File: config.mk
export PLATFORM = sky130hd
export DESIGN_NAME = axis_fifo
export DESIGN_NICKNAME = d
export VERILOG_FILES = /design/src/rtl/axis_fifo.sv
export SDC_FILE = /design/constraint.sdc
export NUM_CORES = 1
export LEC_CHECK = 0
export CORE_MARGIN = 5
export CORE_UTILIZATION = 30
export DETAILED_ROUTE_END_ITERATION = 6
export PLACE_DENSITY = 0.46
export REMOVE_ABC_BUFFERS = 1
export SYNTH_ARGS = -nofsm -noshare
export SYNTH_HDL_FRONTEND = slang
export SYNTH_SLANG_ARGS = --single-unit
File: constraint.sdc
create_clock -name clk -period 2.2 [get_ports clk]
set_input_delay 0.33 -clock clk [delete_from_list [all_inputs] [get_ports clk]]
set_output_delay 0.33 -clock clk [all_outputs]
set_load 0.02 [all_outputs]
File: src/rtl/axis_fifo.sv
// AXI-stream FIFO with registered outputs, occupancy count and optional
// store-and-forward (packet) mode with a deadlock-break forced drain.
module axis_fifo #(
  parameter int DATA_WIDTH  = 8,
  parameter int DEPTH       = 8,
  parameter int PACKET_MODE = 0
) (
  input  logic                   clk,
  input  logic                   rst,
  input  logic [DATA_WIDTH-1:0]  up_axis_tdata,
  input  logic                   up_axis_tlast,
  input  logic                   up_axis_tvalid,
  output logic                   up_axis_tready,
  output logic [DATA_WIDTH-1:0]  dn_axis_tdata,
  output logic                   dn_axis_tlast,
  output logic                   dn_axis_tvalid,
  input  logic                   dn_axis_tready,
  output logic [$clog2(DEPTH):0] count
);

  localparam int AW = $clog2(DEPTH);
  localparam int CW = AW + 1;
  localparam logic [CW-1:0] FULL = CW'(DEPTH);

  // Every accepted beat lives in mem until read; the output register mirrors
  // the head, so rd_ptr points at the oldest beat not yet presented.
  logic [DATA_WIDTH:0] mem [DEPTH];
  logic [AW-1:0]       wr_ptr;
  logic [AW-1:0]       rd_ptr;
  logic [CW-1:0]       pkt_cnt;
  logic                drain_q;

  logic          wr_en;
  logic          rd_en;
  logic          head_last;
  logic          pending;
  logic          forced;
  logic          eligible;
  logic          load_mem;
  logic          load_byp;
  logic [CW-1:0] count_next;
  logic [CW-1:0] unpresented;
  logic [CW-1:0] pkt_next;

  // NOTE: always_comb assigns every signal unconditionally, so no latch is inferred.
  always_comb begin
    wr_en       = up_axis_tvalid & up_axis_tready;
    rd_en       = dn_axis_tvalid & dn_axis_tready;
    head_last   = dn_axis_tvalid & dn_axis_tlast;
    count_next  = count + CW'(wr_en) - CW'(rd_en);
    unpresented = count - CW'(dn_axis_tvalid);
    pkt_next    = pkt_cnt + CW'(wr_en & up_axis_tlast) - CW'(rd_en & dn_axis_tlast);
    // A complete packet exists behind the head beat, ignoring a tlast already
    // sitting in the output register.
    pending     = (pkt_cnt - CW'(head_last)) != '0;
    // Forced drain ends with the packet's tlast beat, even before it is read.
    forced      = (drain_q | (count == FULL && pkt_cnt == '0)) & ~head_last;
    eligible    = (PACKET_MODE == 0) | pending | forced;
    load_mem    = (~dn_axis_tvalid | rd_en) & eligible & (unpresented != '0);
    // At count==1 with read and write, the incoming beat goes straight to the output.
    load_byp    = rd_en & wr_en & eligible & (unpresented == '0);
  end

  // NOTE: storage is not reset; pointers and count decide which entries are live.
  always_ff @(posedge clk) begin
    if (wr_en) mem[wr_ptr] <= {up_axis_tlast, up_axis_tdata};
  end

  // NOTE: sequential state uses non-blocking assignments only.
  always_ff @(posedge clk or negedge rst) begin
    if (!rst) begin
      up_axis_tready <= 1'b0;
      dn_axis_tvalid <= 1'b0;
      dn_axis_tlast  <= 1'b0;
      dn_axis_tdata  <= '0;
      count          <= '0;
      pkt_cnt        <= '0;
      wr_ptr         <= '0;
      rd_ptr         <= '0;
      drain_q        <= 1'b0;
    end else begin
      count          <= count_next;
      up_axis_tready <= count_next < FULL;
      pkt_cnt        <= pkt_next;
      if (wr_en) wr_ptr <= wr_ptr + AW'(1);

      if (load_mem) begin
        {dn_axis_tlast, dn_axis_tdata} <= mem[rd_ptr];
        dn_axis_tvalid                 <= 1'b1;
        rd_ptr                         <= rd_ptr + AW'(1);
      end else if (load_byp) begin
        {dn_axis_tlast, dn_axis_tdata} <= {up_axis_tlast, up_axis_tdata};
        dn_axis_tvalid                 <= 1'b1;
        rd_ptr                         <= rd_ptr + AW'(1);
      end else if (rd_en) begin
        dn_axis_tvalid <= 1'b0;
      end

      if (rd_en && dn_axis_tlast) begin
        drain_q <= 1'b0;
      end else if (count == FULL && pkt_cnt == '0) begin
        drain_q <= (PACKET_MODE != 0);
      end
    end
  end

endmodule

==> flow_summary.json, run 1 <==
{
  "outcome": "finished clean",
  "required_ns": 2.42,
  "drc_errors": 0,
  "tightestPinTransition_ns": 0.579,
  "vias_per_cell": 4.46,
  "num_vias": 2044,
  "antenna_cells": 0,
  "grt_max_degree": 22,
  "worst_slack_ns": 0.0789,
  "synth_cell_type_count": 34,
  "grt-busiest-layer": "met2",
  "layout.nets": 305,
  "switching_power_uw": 2100,
  "cp_data_arrival_time_ns": 2.34,
  "h-tree-depth": 3,
  "start_kind": "primary input",
  "clk_pin_slew_ns": 0.07,
  "cpPeakStageDelay_ns": 0.49,
  "yosys.area.top_type_share_pct": 55.8,
  "synthFlopType": "edfxtp_1",
  "use_met2_pct": 18.4,
  "die_y_um": 124,
  "drv_slew": 0,
  "yosysMostFrequentCell": "edfxtp_1",
  "period_share_pct": 96.4,
  "finalCriticalPeriod_ns": 2.12,
  "grt_usage_pct": 11.7,
  "hold_buffers": 0,
  "synth-edff-count": 72,
  "drt_iter0_drc": 113,
  "yosysSeqAreaShare_pct": 69.4,
  "area.growth.synth_to_final_pct": 26.6,
  "finClkSkew_ns": 0.00998,
  "cts_sinks": 93,
  "cts_tree": "built",
  "synth_seq_cells": 93,
  "io_pins": 28,
  "synthTopCellsByArea": "edfxtp_1 (56%), dfrtp_1 (14%), mux4_2 (10%)",
  "start_util_pct": 30.7,
  "rows": 41,
  "grtUsageMet1_pct": 15.5,
  "wl_mm": 7.99,
  "min_path_type": "in2async",
  "power_frac_comb_pct": 39.3,
  "p_per_area_nw_per_um2": 1310,
  "grt_pass1_wl_mm": 12.7,
  "drive_gt1_share_pct": 27.3,
  "rsz0062_at_grt": "false",
  "drt_first_pass_iters": 4,
  "ant_nets": 0,
  "synthAdderAreaFrac_pct": 3.75,
  "syn-instance-count": 213,
  "synth_compound_area_share_pct": 4.46,
  "insertion_delay_ns": 0.34,
  "synthXorXnorAreaFrac_pct": 2.26,
  "worstSetupEndpointType": "flop",
  "reg2reg_depth": 7,
  "crit_slowest_cell": "or4_4",
  "fin_tns_setup_ns": 0,
  "clockPowerShare_pct": 22.3,
  "wire_per_inst_um": 17.4,
  "netlist_area_um2": 3870,
  "root_buffer": "clkbuf_16",
  "crit_chain": "clkdlybuf4s50_1 -> and2_1 -> ha_1 -> or4_4 -> o32ai_2 -> nor2_4 -> buf_12 -> o221a_1",
  "hold_violations": 0,
  "p_sw_share_pct": 32.6,
  "met3_usage_pct": 2.54,
  "synth_top_family_by_area": "multiplexers",
  "synthTopCellsByCount": "edfxtp_1 (72), dfrtp_1 (21), mux4_2 (18), nand2_1 (14), ha_1 (10)",
  "io_buffers": 27,
  "async_flop_share_pct": 22.6,
  "yosysWarnings": 0,
  "crit_buf_inv": 2,
  "dpl.hpwl_mm": 5.35,
  "maxSlewHeadroom_pct": 61.3,
  "p_leak_uw": 0.00177,
  "drv_cap": 0,
  "overflow": 0,
  "crit_path_max_fanout": 7,
  "die_area_um2": 15300,
  "grt_pass1_vias": 2244,
  "post_synth_and_or_nand_nor_area_fraction_pct": 4.88,
  "antenna_found_initial": 0,
  "cts_made_buffers": 9,
  "gp_congestion": 0.764,
  "fmax_ghz": 0.471,
  "place_ws_ns": -0.257,
  "seqPwrFrac_pct": 38.3,
  "cp.depth": 8,
  "syn_area_per_cell_um2": 18.2,
  "finalSetupViolCount": 0,
  "cp_top_family": "simple AND/OR/NAND/NOR gates",
  "die_w_um": 124,
  "ir_drop_mv": 0.552,
  "yosys.area.top_type": "edfxtp_1",
  "crit_type": "in2reg",
  "muxShareOfSynthArea_pct": 13.4,
  "p_int_uw": 4340,
  "core_area_um2": 12600,
  "clockBufferDepth": 2
}
power by group through the flow:
stage | Clock [µW] | Combinational [µW] | Sequential (µW)
finish | 1440 | 2530 | 2470
global route | 1550 | 2800 | 2520
CTS | 1490 | 2540 | 2490
detailed placement | 0 | 2520 | 2520
global placement | 0 | 2510 | 2520
floorplan | 0 | 1250 | 2760
stage by stage:
| stage | util, % | instances | power (µW) | hold WS [ns] | instance area, µm² |
|---|---|---|---|---|---|
| after floorplan | - | 207 | 4010 | 0.0344 | 3830 |
| after global placement | 36.4 | 440 | 5030 | 0.544 | 4590 |
| after detailed placement | 36.4 | 440 | 5040 | 0.553 | 4590 |
| after CTS | 38.6 | 456 | 6510 | 0.360 | 4870 |
| after global routing | 38.8 | 458 | 6870 | 0.376 | 4900 |
| final | 38.8 | 458 | 6440 | 0.351 | 4900 |
area by class of cell:
type | count | area (µm²)
well taps | 172 | 215
fillers | 1205 | 7720
inverters | 9 | 33.8
clock buffers | 9 | 225
repair buffers | 63 | 566
flip-flops and latches | 93 | 2690
clock inverters | 7 | 51.3
multi-input cells | 105 | 1120
layout by cell type (no fill, tap or decap), types with 2 or more instances in the layout:
| cell type | count |
|---|---|
| mux2i_1 | 9 |
| nor2b_1 | 2 |
| xnor2_1 | 3 |
| nor2_1 | 6 |
| clkinvlp_4 | 2 |
| clkinv_2 | 2 |
| ha_1 | 10 |
| inv_1 | 9 |
| a21oi_1 | 2 |
| mux2_2 | 2 |
| mux4_2 | 18 |
| nand2_1 | 14 |
| buf_12 | 2 |
| dfrtp_1 | 21 |
| edfxtp_1 | 72 |
| clkinv_4 | 2 |
| nand2b_1 | 4 |
| nor3_1 | 6 |
| buf_4 | 34 |
| clkdlybuf4s50_1 | 27 |
| xor2_1 | 7 |
| o221a_1 | 9 |
| clkbuf_16 | 9 |
flip-flops by register name, summed over array words and instances, names as in the netlist:
register,count
wr_ptr,3
dn_axis_tdata,8
dn_axis_tvalid,1
count,4
up_axis_tready,1
rd_ptr,3
mem,72
dn_axis_tlast,1
timing repair:
action	CTS	global route
pin swaps	0	1
endpoints found under the setup margin	1	1
hold endpoints to repair	0	0
buffers inserted	0	2
gates resized for setup	1	0
layer usage:
metal  vias up  routed length, µm
met1      1020               3600
li1        971                  -
met5         -                  0
met3        11                395
met2        42               3830
met4         0                170
worst paths after layout:
kind | from | endpoint | slack [ns]
max in group asynchronous | rst | dn_axis_tdata[5]$_DFFE_PN0P_ | 1.60
setup / recovery | dn_axis_tready | dn_axis_tdata[2]$_DFFE_PN0P_ | 0.08
min in group clk | dn_axis_tdata[4]$_DFFE_PN0P_ | dn_axis_tdata[4]$_DFFE_PN0P_ | 0.56
hold reg to reg | dn_axis_tdata[4]$_DFFE_PN0P_ | dn_axis_tdata[4]$_DFFE_PN0P_ | 0.56
setup reg to reg | dn_axis_tvalid$_DFFE_PN0P_ | dn_axis_tdata[2]$_DFFE_PN0P_ | 0.09
hold / removal | rst | dn_axis_tlast$_DFFE_PN0P_ | 0.35
logic make-up after synthesis:
family                     count (synthesis)
AOI/OAI and AO/OA                         17
adders and majority gates                 11
and+or+nand+nor                           38
buffers and inverters                     15
DFF                                       93
muxes                                     29
xor gates and xnor gates                  10
Note: power is estimated with default switching activity, not from simulation.
==> run 2, diff against run 1 <==
- CELL_PAD_IN_SITES_DETAIL_PLACEMENT: default -> 0
- CELL_PAD_IN_SITES_GLOBAL_PLACEMENT: default -> 1
- PLACE_DENSITY: 0.46 -> 0.52
==> run 2 against run 1 <==
  * Register-to-register slack about the same
  * Critical path depth is 1 lower
  * First-iteration DRC count is 19% higher
  * Hold slack lost 0.017 ns
  * Cell count decreased by 1.5%
  * Sequential cell count did not move
  * Setup slack worse by 0.0018 ns
  * Final area is 0.77% lower
  * Global-route usage is 0.10 points higher
  * Count of clock-buffer cells in the layout did not move
  * Total power up 1.4%
==> flow_summary.json, run 2 (synthesis gave the netlist of run 1 again) <==
{
  "outcome": "finished clean",
  "cts_tree": "built",
  "drive_gt1_share_pct": 25.4,
  "dpl.hpwl_mm": 5.19,
  "mostFrequentLayoutCells": "edfxtp_1 (72), buf_4 (28), clkdlybuf4s50_1 (27)",
  "p_per_area_nw_per_um2": 1340,
  "grt_usage_pct": 11.8,
  "die_y_um": 124,
  "clk_pin_slew_ns": 0.08,
  "crit_path_max_fanout": 11,
  "place_ws_ns": -0.242,
  "layout.nets": 298,
  "ir_drop_mv": 0.545,
  "min_path_type": "in2async",
  "rsz0062_at_grt": "false",
  "worstSetupEndpointType": "flop",
  "largest-register": "mem",
  "wl_met1_mm": 3.85,
  "overflow": 0,
  "clockBufferDepth": 2,
  "vias_per_cell": 4.54,
  "rows": 41,
  "root_buffer": "clkbuf_16",
  "maxSlewHeadroom_pct": 75.4,
  "reg_top3": "mem: 72 flops, dn_axis_tdata: 8 flops, count: 4 flops",
  "grt_max_degree": 22,
  "final_common_cell": "edfxtp_1",
  "crit_type": "reg2reg",
  "drt_iter0_drc": 135,
  "die_area_um2": 15300,
  "hold_buffers": 0,
  "drc_errors": 0,
  "core_area_um2": 12600,
  "wire_per_inst_um": 18.2,
  "die_w_um": 124,
  "area.growth.synth_to_final_pct": 25.6,
  "fin_tns_setup_ns": 0,
  "finalCriticalPeriod_ns": 2.12,
  "nFillCells": 1203,
  "antenna_cells": 0,
  "hold_violations": 0,
  "cp_data_arrival_time_ns": 2.35,
  "antenna_found_initial": 0,
  "drv_cap": 0,
  "reg2reg_depth": 7,
  "start_util_pct": 30.7,
  "wl_met3_um": 245,
  "gp_congestion": 0.767,
  "maxUsedRoutingLayer": "met4",
  "wl_mm": 8.21,
  "finClkSkew_ns": 0.00996,
  "wl_met2_mm": 4.03,
  "grt_pass1_vias": 2219,
  "drv_slew": 0,
  "largest_reg_flops": 72,
  "crit_chain": "inv_1 -> ha_1 -> nand2b_1 -> xnor2_1 -> o32ai_2 -> nor2_4 -> mux2_2",
  "fmax_ghz": 0.471,
  "h-tree-depth": 3,
  "postCtsSetupBuffers": 0,
  "required_ns": 2.43,
  "grt_pass1_wl_mm": 12.9,
  "cts_made_buffers": 9,
  "io_pins": 28,
  "drt_first_pass_iters": 4,
  "worst_slack_ns": 0.0771,
  "period_share_pct": 96.5,
  "tightestPinTransition_ns": 0.368,
  "cpPeakStageDelay_ns": 0.37,
  "ant_nets": 0,
  "finalSetupViolCount": 0,
  "insertion_delay_ns": 0.35,
  "start_kind": "flop",
  "crit_slowest_cell": "mux2_2",
  "num_vias": 2048,
  "p_leak_uw": 0.00174,
  "io_buffers": 27,
  "cts_sinks": 93
}
[run 2: changes by cell type in the layout (fill, tap and decap cells not counted)]
cell        delta
buf_4          -6
inv_8          +2
clkinv_2       -2
buf_12         -1
clkinv_4       -1
clkinv_8       +2
inv_4          +1
clkinvlp_4     -2
[run 2: final cells by class]
type | count | area (µm²) | share of cell area, %
well taps | 172 | 215 | 4.42
flip-flops and latches | 93 | 2690 | 55.2
repair buffers | 56 | 500 | 10.3
clock buffers | 9 | 225 | 4.63
inverters | 9 | 33.8 | 0.694
multi-input cells | 105 | 1120 | 23.1
clock inverters | 7 | 78.8 | 1.62
[run 2: what timing repair did]
action / in CTS / in global routing
hold endpoints to repair: 0 / 0
endpoints found under the setup margin: 1 / 0
gates resized for setup: 1 / 0
[run 2: critical path, delay by kind of cell, from the launching register on]
family / cells / cell delay, ns
XOR/XNOR: 1 / 0.33
AND/OR/NAND/NOR: 2 / 0.51
flip-flops: 1 / 0.35
multiplexers: 1 / 0.37
adder cells (fa/ha/maj): 1 / 0.19
buffers and inverters: 1 / 0.08
AO/OA/AOI/OAI: 1 / 0.18
[run 2: worst paths after layout]
kind | from | end | slack [ns]
max in group asynchronous | rst | count[3]$_DFF_PN0_ | 1.63
hold reg to reg | dn_axis_tdata[2]$_DFFE_PN0P_ | dn_axis_tdata[2]$_DFFE_PN0P_ | 0.56
setup / recovery | count[1]$_DFF_PN0_ | rd_ptr[1]$_DFFE_PN0P_ | 0.08
setup reg to reg | count[1]$_DFF_PN0_ | rd_ptr[1]$_DFFE_PN0P_ | 0.08
min in group clk | dn_axis_tdata[2]$_DFFE_PN0P_ | dn_axis_tdata[2]$_DFFE_PN0P_ | 0.56
hold / removal | rst | dn_axis_tdata[7]$_DFFE_PN0P_ | 0.33
[run 2: power by group]
group	leakage [µW]	switching (µW)	internal [µW]	total, µW
Combinational	0.000707	1250	1290	2540
Sequential	0.000887	218	2240	2450
Clock	0.000150	735	808	1540
Total	0.00174	2200	4340	6540
[run 2: routing by layer]
layer  vias to the layer above  track usage, %
met2                        25            18.8
met4                         0            4.15
met3                         7            3.18
li1                        959               -
met1                      1057            15.7
met5                         -               0
[run 2: per-stage QoR]
stage | utilization [%] | hold WS, ns | std cells | total power, µW | area, µm²
floorplan | - | 0.0344 | 207 | 4010 | 3830
global placement | 36.1 | 0.557 | 435 | 5070 | 4560
detailed placement | 36.1 | 0.551 | 435 | 5080 | 4560
CTS | 38.5 | 0.339 | 451 | 6660 | 4860
global route | 38.5 | 0.355 | 451 | 6970 | 4860
finish | 38.5 | 0.334 | 451 | 6540 | 4860
